--- config.mk ---
export PLATFORM = sky130hd
export DESIGN_NAME = core_ahb_master
export DESIGN_NICKNAME = d
export VERILOG_FILES = /design/src/rtl/core_ahb_master.sv
export SDC_FILE = /design/constraint.sdc
export NUM_CORES = 1
export LEC_CHECK = 0
export BUFFER_PORTS_ARGS = -buffer_cell sky130_fd_sc_hd__buf_2
export CAP_MARGIN = 10
export CORE_MARGIN = 2
export CORE_UTILIZATION = 51
export CTS_CLUSTER_SIZE = 25
export DETAILED_ROUTE_END_ITERATION = 7
export PLACE_DENSITY_LB_ADDON = 0.1
export REMOVE_ABC_BUFFERS = 1
export SLEW_MARGIN = 20
export SYNTH_ARGS = -nofsm -noshare
export SYNTH_HDL_FRONTEND = slang
export SYNTH_SLANG_ARGS = --single-unit
--- constraint.sdc ---
create_clock -name clk -period 11.9 [get_ports clk]
set_input_delay 2.38 -clock clk [delete_from_list [all_inputs] [get_ports clk]]
set_output_delay 2.38 -clock clk [all_outputs]
set_load 0.02 [all_outputs]
--- src/rtl/core_ahb_master.sv ---
`default_nettype none
// +--------------------------------------------------------------------------+
// | core_ahb_master: arbitrates IF fetch and MEM data ports onto one AHB-Lite |
// | master port. Optional macro CORE_AHB_ERR_EN: error reporting + err_addr.  |
// | Rev 1.0                                                                   |
// +--------------------------------------------------------------------------+
module core_ahb_master #(
  parameter int ADDR_W = 32,
  parameter int DATA_W = 32
) (
  input  logic              clk,
  input  logic              reset,
  input  logic              i_req,
  input  logic [ADDR_W-1:0] i_addr,
  output logic              i_ack,
  output logic [DATA_W-1:0] i_rdata,
  output logic              i_err,
  input  logic              d_req,
  input  logic              d_we,
  input  logic [ADDR_W-1:0] d_addr,
  input  logic [DATA_W-1:0] d_wdata,
  input  logic [1:0]        d_size,
  output logic              d_ack,
  output logic [DATA_W-1:0] d_rdata,
  output logic              d_err,
`ifdef CORE_AHB_ERR_EN
  output logic [ADDR_W-1:0] err_addr,
`endif
  output logic [ADDR_W-1:0] HADDR,
  output logic [1:0]        HTRANS,
  output logic              HWRITE,
  output logic [2:0]        HSIZE,
  output logic [2:0]        HBURST,
  output logic [3:0]        HPROT,
  output logic              HMASTLOCK,
  output logic [DATA_W-1:0] HWDATA,
  input  logic [DATA_W-1:0] HRDATA,
  input  logic              HREADY,
  input  logic              HRESP
);

  typedef enum logic [1:0] {
    ST_IDLE = 2'd0,
    ST_ADDR = 2'd1,
    ST_DATA = 2'd2,
    ST_RESP = 2'd3
  } state_t;

  localparam logic [1:0] C_TRANS_IDLE   = 2'b00;
  localparam logic [1:0] C_TRANS_NONSEQ = 2'b10;
  localparam logic [3:0] C_PROT_FETCH   = 4'b0010;
  localparam logic [3:0] C_PROT_DATA    = 4'b0011;
  localparam logic [2:0] C_SIZE_WORD    = 3'b010;
  localparam logic       C_GNT_I        = 1'b0;
  localparam logic       C_GNT_D        = 1'b1;

  state_t            state_q, state_d;
  logic              last_gnt_q, last_gnt_d;
  logic              owner_q, owner_d;
  logic [ADDR_W-1:0] haddr_q, haddr_d;
  logic [1:0]        htrans_q, htrans_d;
  logic              hwrite_q, hwrite_d;
  logic [2:0]        hsize_q, hsize_d;
  logic [3:0]        hprot_q, hprot_d;
  logic [DATA_W-1:0] wdata_q, wdata_d;
  logic [DATA_W-1:0] hwdata_q, hwdata_d;
  logic [DATA_W-1:0] rdata_q, rdata_d;
  logic              i_ack_q, i_ack_d;
  logic              d_ack_q, d_ack_d;
`ifdef CORE_AHB_ERR_EN
  logic              err_q, err_d;
  logic [ADDR_W-1:0] err_addr_q, err_addr_d;
`else
  logic              unused_hresp;
  assign unused_hresp = HRESP;
`endif

  logic              gnt_data;
  logic [1:0]        eff_size;
  logic [DATA_W-1:0] lane_wdata;

  // Size 11 behaves as a word; store data is replicated across byte lanes.
  always_comb begin
    eff_size = (d_size == 2'b11) ? 2'b10 : d_size;
    case (eff_size)
      2'b00:   lane_wdata = {4{d_wdata[7:0]}};
      2'b01:   lane_wdata = {2{d_wdata[15:0]}};
      default: lane_wdata = d_wdata;
    endcase
    gnt_data = d_req && (!i_req || (last_gnt_q == C_GNT_I));
  end

  always_comb begin
    state_d    = state_q;
    last_gnt_d = last_gnt_q;
    owner_d    = owner_q;
    haddr_d    = haddr_q;
    htrans_d   = htrans_q;
    hwrite_d   = hwrite_q;
    hsize_d    = hsize_q;
    hprot_d    = hprot_q;
    wdata_d    = wdata_q;
    hwdata_d   = hwdata_q;
    rdata_d    = rdata_q;
    i_ack_d    = 1'b0;
    d_ack_d    = 1'b0;
`ifdef CORE_AHB_ERR_EN
    err_d      = err_q;
    err_addr_d = err_addr_q;
`endif
    case (state_q)
      ST_IDLE: begin
        if (i_req || d_req) begin
          owner_d  = gnt_data;
          htrans_d = C_TRANS_NONSEQ;
          if (gnt_data) begin
            haddr_d  = d_addr;
            hwrite_d = d_we;
            hsize_d  = {1'b0, eff_size};
            hprot_d  = C_PROT_DATA;
            wdata_d  = lane_wdata;
          end else begin
            haddr_d  = i_addr;
            hwrite_d = 1'b0;
            hsize_d  = C_SIZE_WORD;
            hprot_d  = C_PROT_FETCH;
          end
          state_d = ST_ADDR;
        end
      end
      ST_ADDR: begin
        if (HREADY) begin
          htrans_d = C_TRANS_IDLE;
          if (hwrite_q) hwdata_d = wdata_q;
          state_d = ST_DATA;
        end
      end
      ST_DATA: begin
        // First cycle of a two-cycle ERROR has HREADY low and is just a wait.
        if (HREADY) begin
          rdata_d = HRDATA;
          i_ack_d = (owner_q == C_GNT_I);
          d_ack_d = (owner_q == C_GNT_D);
`ifdef CORE_AHB_ERR_EN
          err_d = HRESP;
          if (HRESP) err_addr_d = haddr_q;
`endif
          state_d = ST_RESP;
        end
      end
      ST_RESP: begin
        last_gnt_d = owner_q;
        state_d    = ST_IDLE;
      end
      default: state_d = ST_IDLE;
    endcase
  end

  always_ff @(posedge clk or posedge reset) begin
    if (reset) begin
      state_q    <= ST_IDLE;
      last_gnt_q <= C_GNT_I;
      owner_q    <= C_GNT_I;
      haddr_q    <= '0;
      htrans_q   <= C_TRANS_IDLE;
      hwrite_q   <= 1'b0;
      hsize_q    <= C_SIZE_WORD;
      hprot_q    <= C_PROT_DATA;
      wdata_q    <= '0;
      hwdata_q   <= '0;
      rdata_q    <= '0;
      i_ack_q    <= 1'b0;
      d_ack_q    <= 1'b0;
`ifdef CORE_AHB_ERR_EN
      err_q      <= 1'b0;
      err_addr_q <= '0;
`endif
    end else begin
      state_q    <= state_d;
      last_gnt_q <= last_gnt_d;
      owner_q    <= owner_d;
      haddr_q    <= haddr_d;
      htrans_q   <= htrans_d;
      hwrite_q   <= hwrite_d;
      hsize_q    <= hsize_d;
      hprot_q    <= hprot_d;
      wdata_q    <= wdata_d;
      hwdata_q   <= hwdata_d;
      rdata_q    <= rdata_d;
      i_ack_q    <= i_ack_d;
      d_ack_q    <= d_ack_d;
`ifdef CORE_AHB_ERR_EN
      err_q      <= err_d;
      err_addr_q <= err_addr_d;
`endif
    end
  end

  assign HADDR     = haddr_q;
  assign HTRANS    = htrans_q;
  assign HWRITE    = hwrite_q;
  assign HSIZE     = hsize_q;
  assign HBURST    = 3'b000;
  assign HPROT     = hprot_q;
  assign HMASTLOCK = 1'b0;
  assign HWDATA    = hwdata_q;

  assign i_ack   = i_ack_q;
  assign d_ack   = d_ack_q;
  assign i_rdata = rdata_q;
  assign d_rdata = rdata_q;
`ifdef CORE_AHB_ERR_EN
  assign i_err    = err_q & i_ack_q;
  assign d_err    = err_q & d_ack_q;
  assign err_addr = err_addr_q;
`else
  assign i_err = 1'b0;
  assign d_err = 1'b0;
`endif

endmodule
`default_nettype wire

-- Yosys cells after proc, flatten, opt, wreduce, memory -nomap -nowiden
Cells that the tools add are included.
W data, S select, Z words.
- bits of input ports: 137
- register bits after elaboration: 144
- logic and storage cells: 53
- bitwise gates (word level): 2
- reduce and logical (&&, ||, !) cells: 13
- eq/ne operators: 8
- muxes and demuxes: 17
- operator list (cell ; count):
    $pmux W32 S2 ; 1
    $mux W32 ; 1
    $mux W2 ; 7
    $reduce_and A3 Y1 ; 4
    $pmux W2 S4 ; 1
    $eq A2 B2 Y1 const B ; 3
    $mux W1 ; 6
    $ne A2 B2 Y1 const B ; 3
    $eq A2 B1 Y1 const B ; 2
    $logic_not A2 Y1 ; 2
    $pmux W2 S2 ; 1
    $reduce_and A2 Y1 ; 2
    $logic_or A1 B1 Y1 ; 2
    $not A1 Y1 ; 2
    $reduce_bool A2 Y1 ; 1
    $logic_and A1 B1 Y1 ; 1
    $logic_not A1 Y1 ; 1

-- Longest topological paths before layout
Gate-level depths: netlist of run 1.
- depth in word-level cells: 4
- gate-level depth with buffers: 8
- gate-level depth less buffers: 5

-- Worst setup path before layout of run 1
Ideal clock, no wire load.
- path kind: input to register
- from: in i_req
- to: reg state_q[1]
- buffers on the path: 0
- cell stages on the path: 3
- library setup time: 0.127 ns
- setup slack: 8.581 ns
- arrival time: 3.192 ns
- cells stage by stage: or3b_1 o21a_1 mux2_1
- cells in the longest elaborated chain, start to end: 3
- RTL lines (element ; line ; RTL):
    from (decl) ; 13 ; input logic i_req,
    $logic_or A1 B1 Y1 ; 113 ; if (i_req || d_req) begin
    $ne A2 B2 Y1 (no source line) ; n/a ;
    $reduce_and A3 Y1 (no source line) ; n/a ;
    to (signal assigned) ; 179 ; state_q <= state_d;
    to (decl) ; 57 ; state_t state_q, state_d;
Every way passes these cells.
A chain may end at the register's enable or synchronous reset.

-- Final worst setup path of run 1
- from: in d_req
- to: reg wdata_q[24]
- cells in the longest elaborated chain, start to end: 2
- RTL lines (element ; line ; RTL):
    from (decl) ; 18 ; input logic d_req,
    $logic_and A1 B1 Y1 or $logic_or A1 B1 Y1 (tied branches) ; 90, 113 ;
    $reduce_and A3 Y1 (no source line) (*) ; n/a ;
    to (signal assigned) ; 187 ; wdata_q <= wdata_d;
    to (decl) ; 65 ; logic [DATA_W-1:0] wdata_q, wdata_d;
Mark *: on every way between the ends. The rest lies on a longest branch, timed or not.

==> flow_summary.toml, run 1 <==
[clocking]
cts_resized = 0
numCtsBuffers = 17
htreeDepth = 4
clk_latency_ns = 0.41
postCtsSetupRepairBufs = 0
clockBufferDepth = 2
postCtsHoldBufs = 0
clkSinkCount = 139
cts_tree = "yes"
clkSlewWorstSetupHoldPaths_ns = 0.05
root_buffer = "clkbuf_16"

[yosys]
ys_warn_count = 0
yosys.cell_types.count = 34
synth.top_cells.by_area = "dfrtp_1 55%, mux2_2 13%, a21oi_1 7.8%, buf_4 5.6%, mux2i_1 2.6%"
synth.yosys.seq_area_share = 0.562
synth_edf_count = 0
syn_inst = 536
synth_common_cells = "137 x dfrtp_1, 97 x a21oi_1, 73 x mux2_2"
yosysMostFrequentCell = "dfrtp_1"
synth_largest_area_cell = "dfrtp_1"
yosys_most_used_dff = "dfrtp_1"
synthArstFlopShare = 1.00
netlist_area_um2 = 6190
synth_top_area_share = 0.554
synth-seq-cells = 139
avgSynthCellArea_um2 = 11.6

[setup_path]
cp-start-kind = "input port"
crit_arrival_ns = 3.94
required_ns = 12.19
path_class = "input port to register"
worstPathMaxFanout = 57
crit_path_end_kind = "register"
rrSetupSlack_ns = 9.62

[sta]
fmax_mhz = 274
slew_headroom = 0.427
worst_slew_pin_slew_ns = 0.860
rsz0062_at_grt = "no"
hold_violations = 0
hold_ws_ns = 0.472
period_needed_ns = 3.65
setup_tns_ns = 0
skew_ns = 0.00604
drv_slew = 0
setup_viol = 0
fin_crit_sh = 0.307
setup_slack_ns = 8.25

[routing]
post_drt_wl_per_cell_um = 17.3
dr.pass1.iters = 4
wl_mm = 16.0
drtAntennaViolNets = 0
drtIter0Drc = 231
via_per_inst = 5.20
vias = 4818
drc_errors = 0

[status]
status = "finished clean"

[worst_hold_path]
min_path_type = "register to register"

[power_and_ir_drop]
leakage_nw = 3.93
p_per_area_nw_per_um2 = 300
ir_worst_vdd_v = 0.000163
finalPower_mw = 2.36

[finish]
finalNonFillerCells = 926
fillers = 956
nNetsFinal = 908
drive_above_1_share = 0.490
synthToLayoutAreaGrowth_pct = 27.4

[floorplan]
die_x_um = 114
initial_core_util = 0.520
core-area_um2 = 11900
rows = 40
dieArea_um2 = 13000
pin_count = 283
die_h_um = 114

[place]
gp_congestion = 0.803
numPortBuffers = 270
post-place-cells = 894
place_hpwl_mm = 11.0
dp_slack_ns = 7.86

[global_routing]
grt_pass1_wl_mm = 24.7
grt_max_degree = 73
grt_antenna_before_repair = 0
grt_usage = 0.247
grt_pass1_vias = 4803
grt_overflow = 0

[run]
maxCapViolations = 0
==> logic make-up after synthesis <==
| family | synth area share |
|---|---|
| AOI/OAI and AO/OA | 0.123 |
| adders and majority gates | 0.0101 |
| buffers and inverters | 0.0831 |
| DFF | 0.562 |
| muxes | 0.160 |
| other | 0.00121 |
| and+or+nand+nor | 0.0598 |
==> registers in the layout (all words and copies together) (netlist names) <==
signal	flops
HTRANS	1
wdata_q	32
owner_q	1
d_ack	1
HWRITE	1
HSIZE	2
HWDATA	32
last_gnt_q	1
i_ack	1
d_rdata	32
state_q	2
HADDR	32
HPROT	1
==> where the power goes <==
part           internal [mW]  switching [mW]  leakage, nW
combinational          0.388           0.626         2.03
sequential             0.713           0.136         1.63
clock                  0.318           0.184        0.269
==> worst max-delay path, stage by stage <==
cell       delay (ns)
buf_2            0.13
a21boi_4         0.18
buf_4            0.55
nand2_1          0.45
o2bb2ai_1        0.24
==> final cells by class <==
| type | count | area [µm²] | share of cell area |
|---|---|---|---|
| antenna | 1 | 2.50 | 0.000317 |
| timing repair buffer | 277 | 1400 | 0.178 |
| sequential | 139 | 3480 | 0.441 |
| clock buffer | 27 | 483 | 0.0612 |
| multi-input combinational | 326 | 2240 | 0.284 |
| clock inverter | 4 | 70.1 | 0.00888 |
| inverter | 5 | 23.8 | 0.00301 |
| tap | 147 | 184 | 0.0233 |
==> final timing paths <==
check	startpoint	cells after the start	end
max reg2reg	state_q[0]	6	wdata_q[3]
min reg2reg	HPROT[0]	2	HPROT[0]
min in group asynchronous	reset	2	d_rdata[11]
max in group asynchronous	reset	3	d_rdata[6]
min	HPROT[0]	2	HPROT[0]
max	d_req	5	wdata_q[24]
==> cells in the final DEF, fill, tap and decap left out, types with 2 or more instances in the layout <==
cell type and instances:
nor2b_1 8, mux2_2 73, clkinv_2 2, buf_2 270
inv_1 3, dfstp_2 2, nand2_1 39, clkbuf_1 8
clkbuf_8 2, dfrtp_1 137, o211ai_1 8, mux2i_1 16
ha_1 5, bufinv_16 2, nor2_1 36, conb_1 11
buf_4 7, a21oi_1 97, clkbuf_16 17, a211oi_1 9
o2bb2ai_1 8
==> stage by stage <==
| stage | area (µm²) | util |
|---|---|---|
| after floorplan | 5730 | - |
| after global placement | 7330 | 0.615 |
| after detailed placement | 7330 | 0.615 |
| after CTS | 7880 | 0.662 |
| after global routing | 7880 | 0.662 |
| final | 7890 | 0.662 |
==> routing by layer <==
layer | up-vias | wire (µm) | GRT usage
li1 | 2266 | - | -
met1 | 2346 | 6630 | 0.311
met2 | 179 | 7940 | 0.406
met3 | 27 | 1060 | 0.0709
met4 | 0 | 355 | 0.0951
met5 | - | 0 | 0
(Power assumes the default switching activity.)
==> run 2: changes to the inputs <==
--- a/config.mk
+++ b/config.mk
@@ -8,7 +8,7 @@
 export BUFFER_PORTS_ARGS = -buffer_cell sky130_fd_sc_hd__buf_2
 export CAP_MARGIN = 10
 export CORE_MARGIN = 2
-export CORE_UTILIZATION = 51
+export CORE_UTILIZATION = 47
 export CTS_CLUSTER_SIZE = 25
 export DETAILED_ROUTE_END_ITERATION = 7
 export PLACE_DENSITY_LB_ADDON = 0.1
==> constraint.sdc (replaced) <==
create_clock -name clk -period 3.4 [get_ports clk]
set_input_delay 0.68 -clock clk [delete_from_list [all_inputs] [get_ports clk]]
set_output_delay 0.68 -clock clk [all_outputs]
set_load 0.02 [all_outputs]
==> run 2 against run 1 <==
  * Final area is 0.59% higher
  * Routed wire length is 0.16% higher
  * Critical path depth stayed put
  * Sequential power grew to 3.5 times the previous value
  * Sequential share of layout area is 0.26 points lower
  * Global-route usage is 1.4 points lower
  * Register-to-register slack worse by 8.5 ns
  * Utilization is 3.9 points lower
  * Sequential cell count stayed put
  * Worst setup slack worse by 7.1 ns
  * Non-clock buffer count is 3 higher
  * Worst hold slack worse by 0.15 ns
==> flow_summary.toml, run 2 (same netlist as run 1, synthesis figures left out) <==
[status]
status = "finished clean"

[routing]
wl_mm = 16.0
drc_errors = 0
via_per_inst = 5.08
post_drt_wl_per_cell_um = 16.8
vias = 4851
dr.pass1.iters = 4
drtAntennaViolNets = 0
drtIter0Drc = 209

[clocking]
clkSlewWorstSetupHoldPaths_ns = 0.05
cts_tree = "yes"
htreeDepth = 4
root_buffer = "clkbuf_16"
clk_latency_ns = 0.42
numCtsBuffers = 17
cts_resized = 0
postCtsSetupRepairBufs = 0
postCtsHoldBufs = 0
clockBufferDepth = 2
clkSinkCount = 139

[sta]
hold_violations = 0
fmax_mhz = 437
worst_slew_pin_slew_ns = 0.807
skew_ns = 0.00803
slew_headroom = 0.462
period_needed_ns = 2.29
drv_slew = 0
hold_ws_ns = 0.321
rsz0062_at_grt = "no"
fin_crit_sh = 0.673
setup_viol = 0

[global_routing]
grt_overflow = 0
use_met3 = 0.0685
grt_pass1_wl_mm = 25.7
grt_usage = 0.233
grt_antenna_before_repair = 1
grt_pass1_vias = 5017
busiest_layer = "met2"
use_met1 = 0.280
gr-usage-met2 = 0.395
grt_max_degree = 60

[setup_path]
startpoint = "state_q[0]"
cpPeakStageDelay_ns = 0.53
crit_path_end_kind = "register"
ff2ff_path_depth = 5
critPathSlowestCell = "and2_1"
rrSetupSlack_ns = 1.11
worstPathMaxFanout = 13
r2r-end = "wdata_q[6]"
required_ns = 3.70
r2r_start = "state_q[0]"
crit_chain = "inv_1, ha_1, and2_1, buf_4, mux2_2"
path_class = "register to register"
crit_end = "wdata_q[6]"
crit_arrival_ns = 2.59
cp-start-kind = "register"

[floorplan]
die_x_um = 119
core-area_um2 = 12700
rows = 41
initial_core_util = 0.487
die_h_um = 119
pin_count = 283
dieArea_um2 = 14100

[finish]
nNetsFinal = 911
final_area_um2 = 7930
layout_common_cells = "270 x buf_2, 137 x dfrtp_1, 97 x a21oi_1, 73 x mux2_2, 39 x nand2_1"
final_common_cell = "buf_2"
drive_above_1_share = 0.491
synthToLayoutAreaGrowth_pct = 28.1
utilization = 0.624

[place]
gp_congestion = 0.798
place_hpwl_mm = 11.5
numPortBuffers = 270
place_area_um2 = 7400

[power_and_ir_drop]
sequentialPowerShare = 0.364
leakage_nw = 3.95
p_int_mw = 4.90
clkPwrFrac = 0.202
p_switching_mw = 3.30
finalPower_mw = 8.20
switching_share = 0.403
comb_power_share = 0.434
p_per_area_nw_per_um2 = 1030
ir_worst_vdd_v = 0.000580

[run]
maxCapViolations = 0

[worst_hold_path]
min_path_type = "input port to async pin"
-- run 2: changes by cell type in the layout (fill, tap and decap cells not counted), sizes merged --
cell / before / now
bufinv: 2 / 0
buf: 277 / 280
clkbuf: 27 / 30
-- run 2: metal layers --
| metal | share of wire | vias up | routed length, µm |
|---|---|---|---|
| met5 | 0 | - | 0 |
| met4 | 0.018 | 0 | 281 |
| met3 | 0.071 | 24 | 1130 |
| met2 | 0.51 | 189 | 8130 |
| met1 | 0.40 | 2358 | 6460 |
| li1 | - | 2280 | - |
-- run 2: worst min-delay path by stage --
stage               startpoint          end
global route             reset  d_rdata[13]
detailed placement    HPROT[0]     HPROT[0]
floorplan              owner_q        i_ack
finish                   reset  d_rdata[13]
global placement      HPROT[0]     HPROT[0]
CTS                      reset  d_rdata[13]
-- run 2: layout make-up --
type	count	area, µm²
fill	1115	4790
sequential	139	3480
multi-input combinational	326	2240
timing repair buffer	280	1440
clock buffer	30	524
tap	172	215
inverter	5	23.8
clock inverter	2	10.0
antenna	1	2.50
-- run 2: through the flow --
step,TNS [ns],worst slack [ns],std cells
3_3_place_gp,0,1.08,922
2_1_floorplan,-137.17,-1.00,470
3_5_place_dp,0,1.05,922
5_1_grt,0,0.915,954
4_1_cts,0,1.10,954
6_report,0,1.11,955
-- run 2: critical path, delay by kind of cell (launching register included) --
| family | cells | cell delay [ns] |
|---|---|---|
| buffers and inverters | 2 | 0.43 |
| flip-flops | 1 | 0.41 |
| multiplexers | 1 | 0.36 |
| adder cells (fa/ha/maj) | 1 | 0.43 |
| AND/OR/NAND/NOR | 1 | 0.53 |
-- run 2: power by group through the flow --
| stage | combinational [mW] | clock, mW | sequential [mW] |
|---|---|---|---|
| after floorplan | 1.28 | 0 | 3.93 |
| after global placement | 3.54 | 0 | 2.95 |
| after detailed placement | 3.59 | 0 | 3.00 |
| after CTS | 3.60 | 1.70 | 2.99 |
| after global routing | 3.84 | 1.77 | 3.10 |
| final | 3.56 | 1.66 | 2.98 |
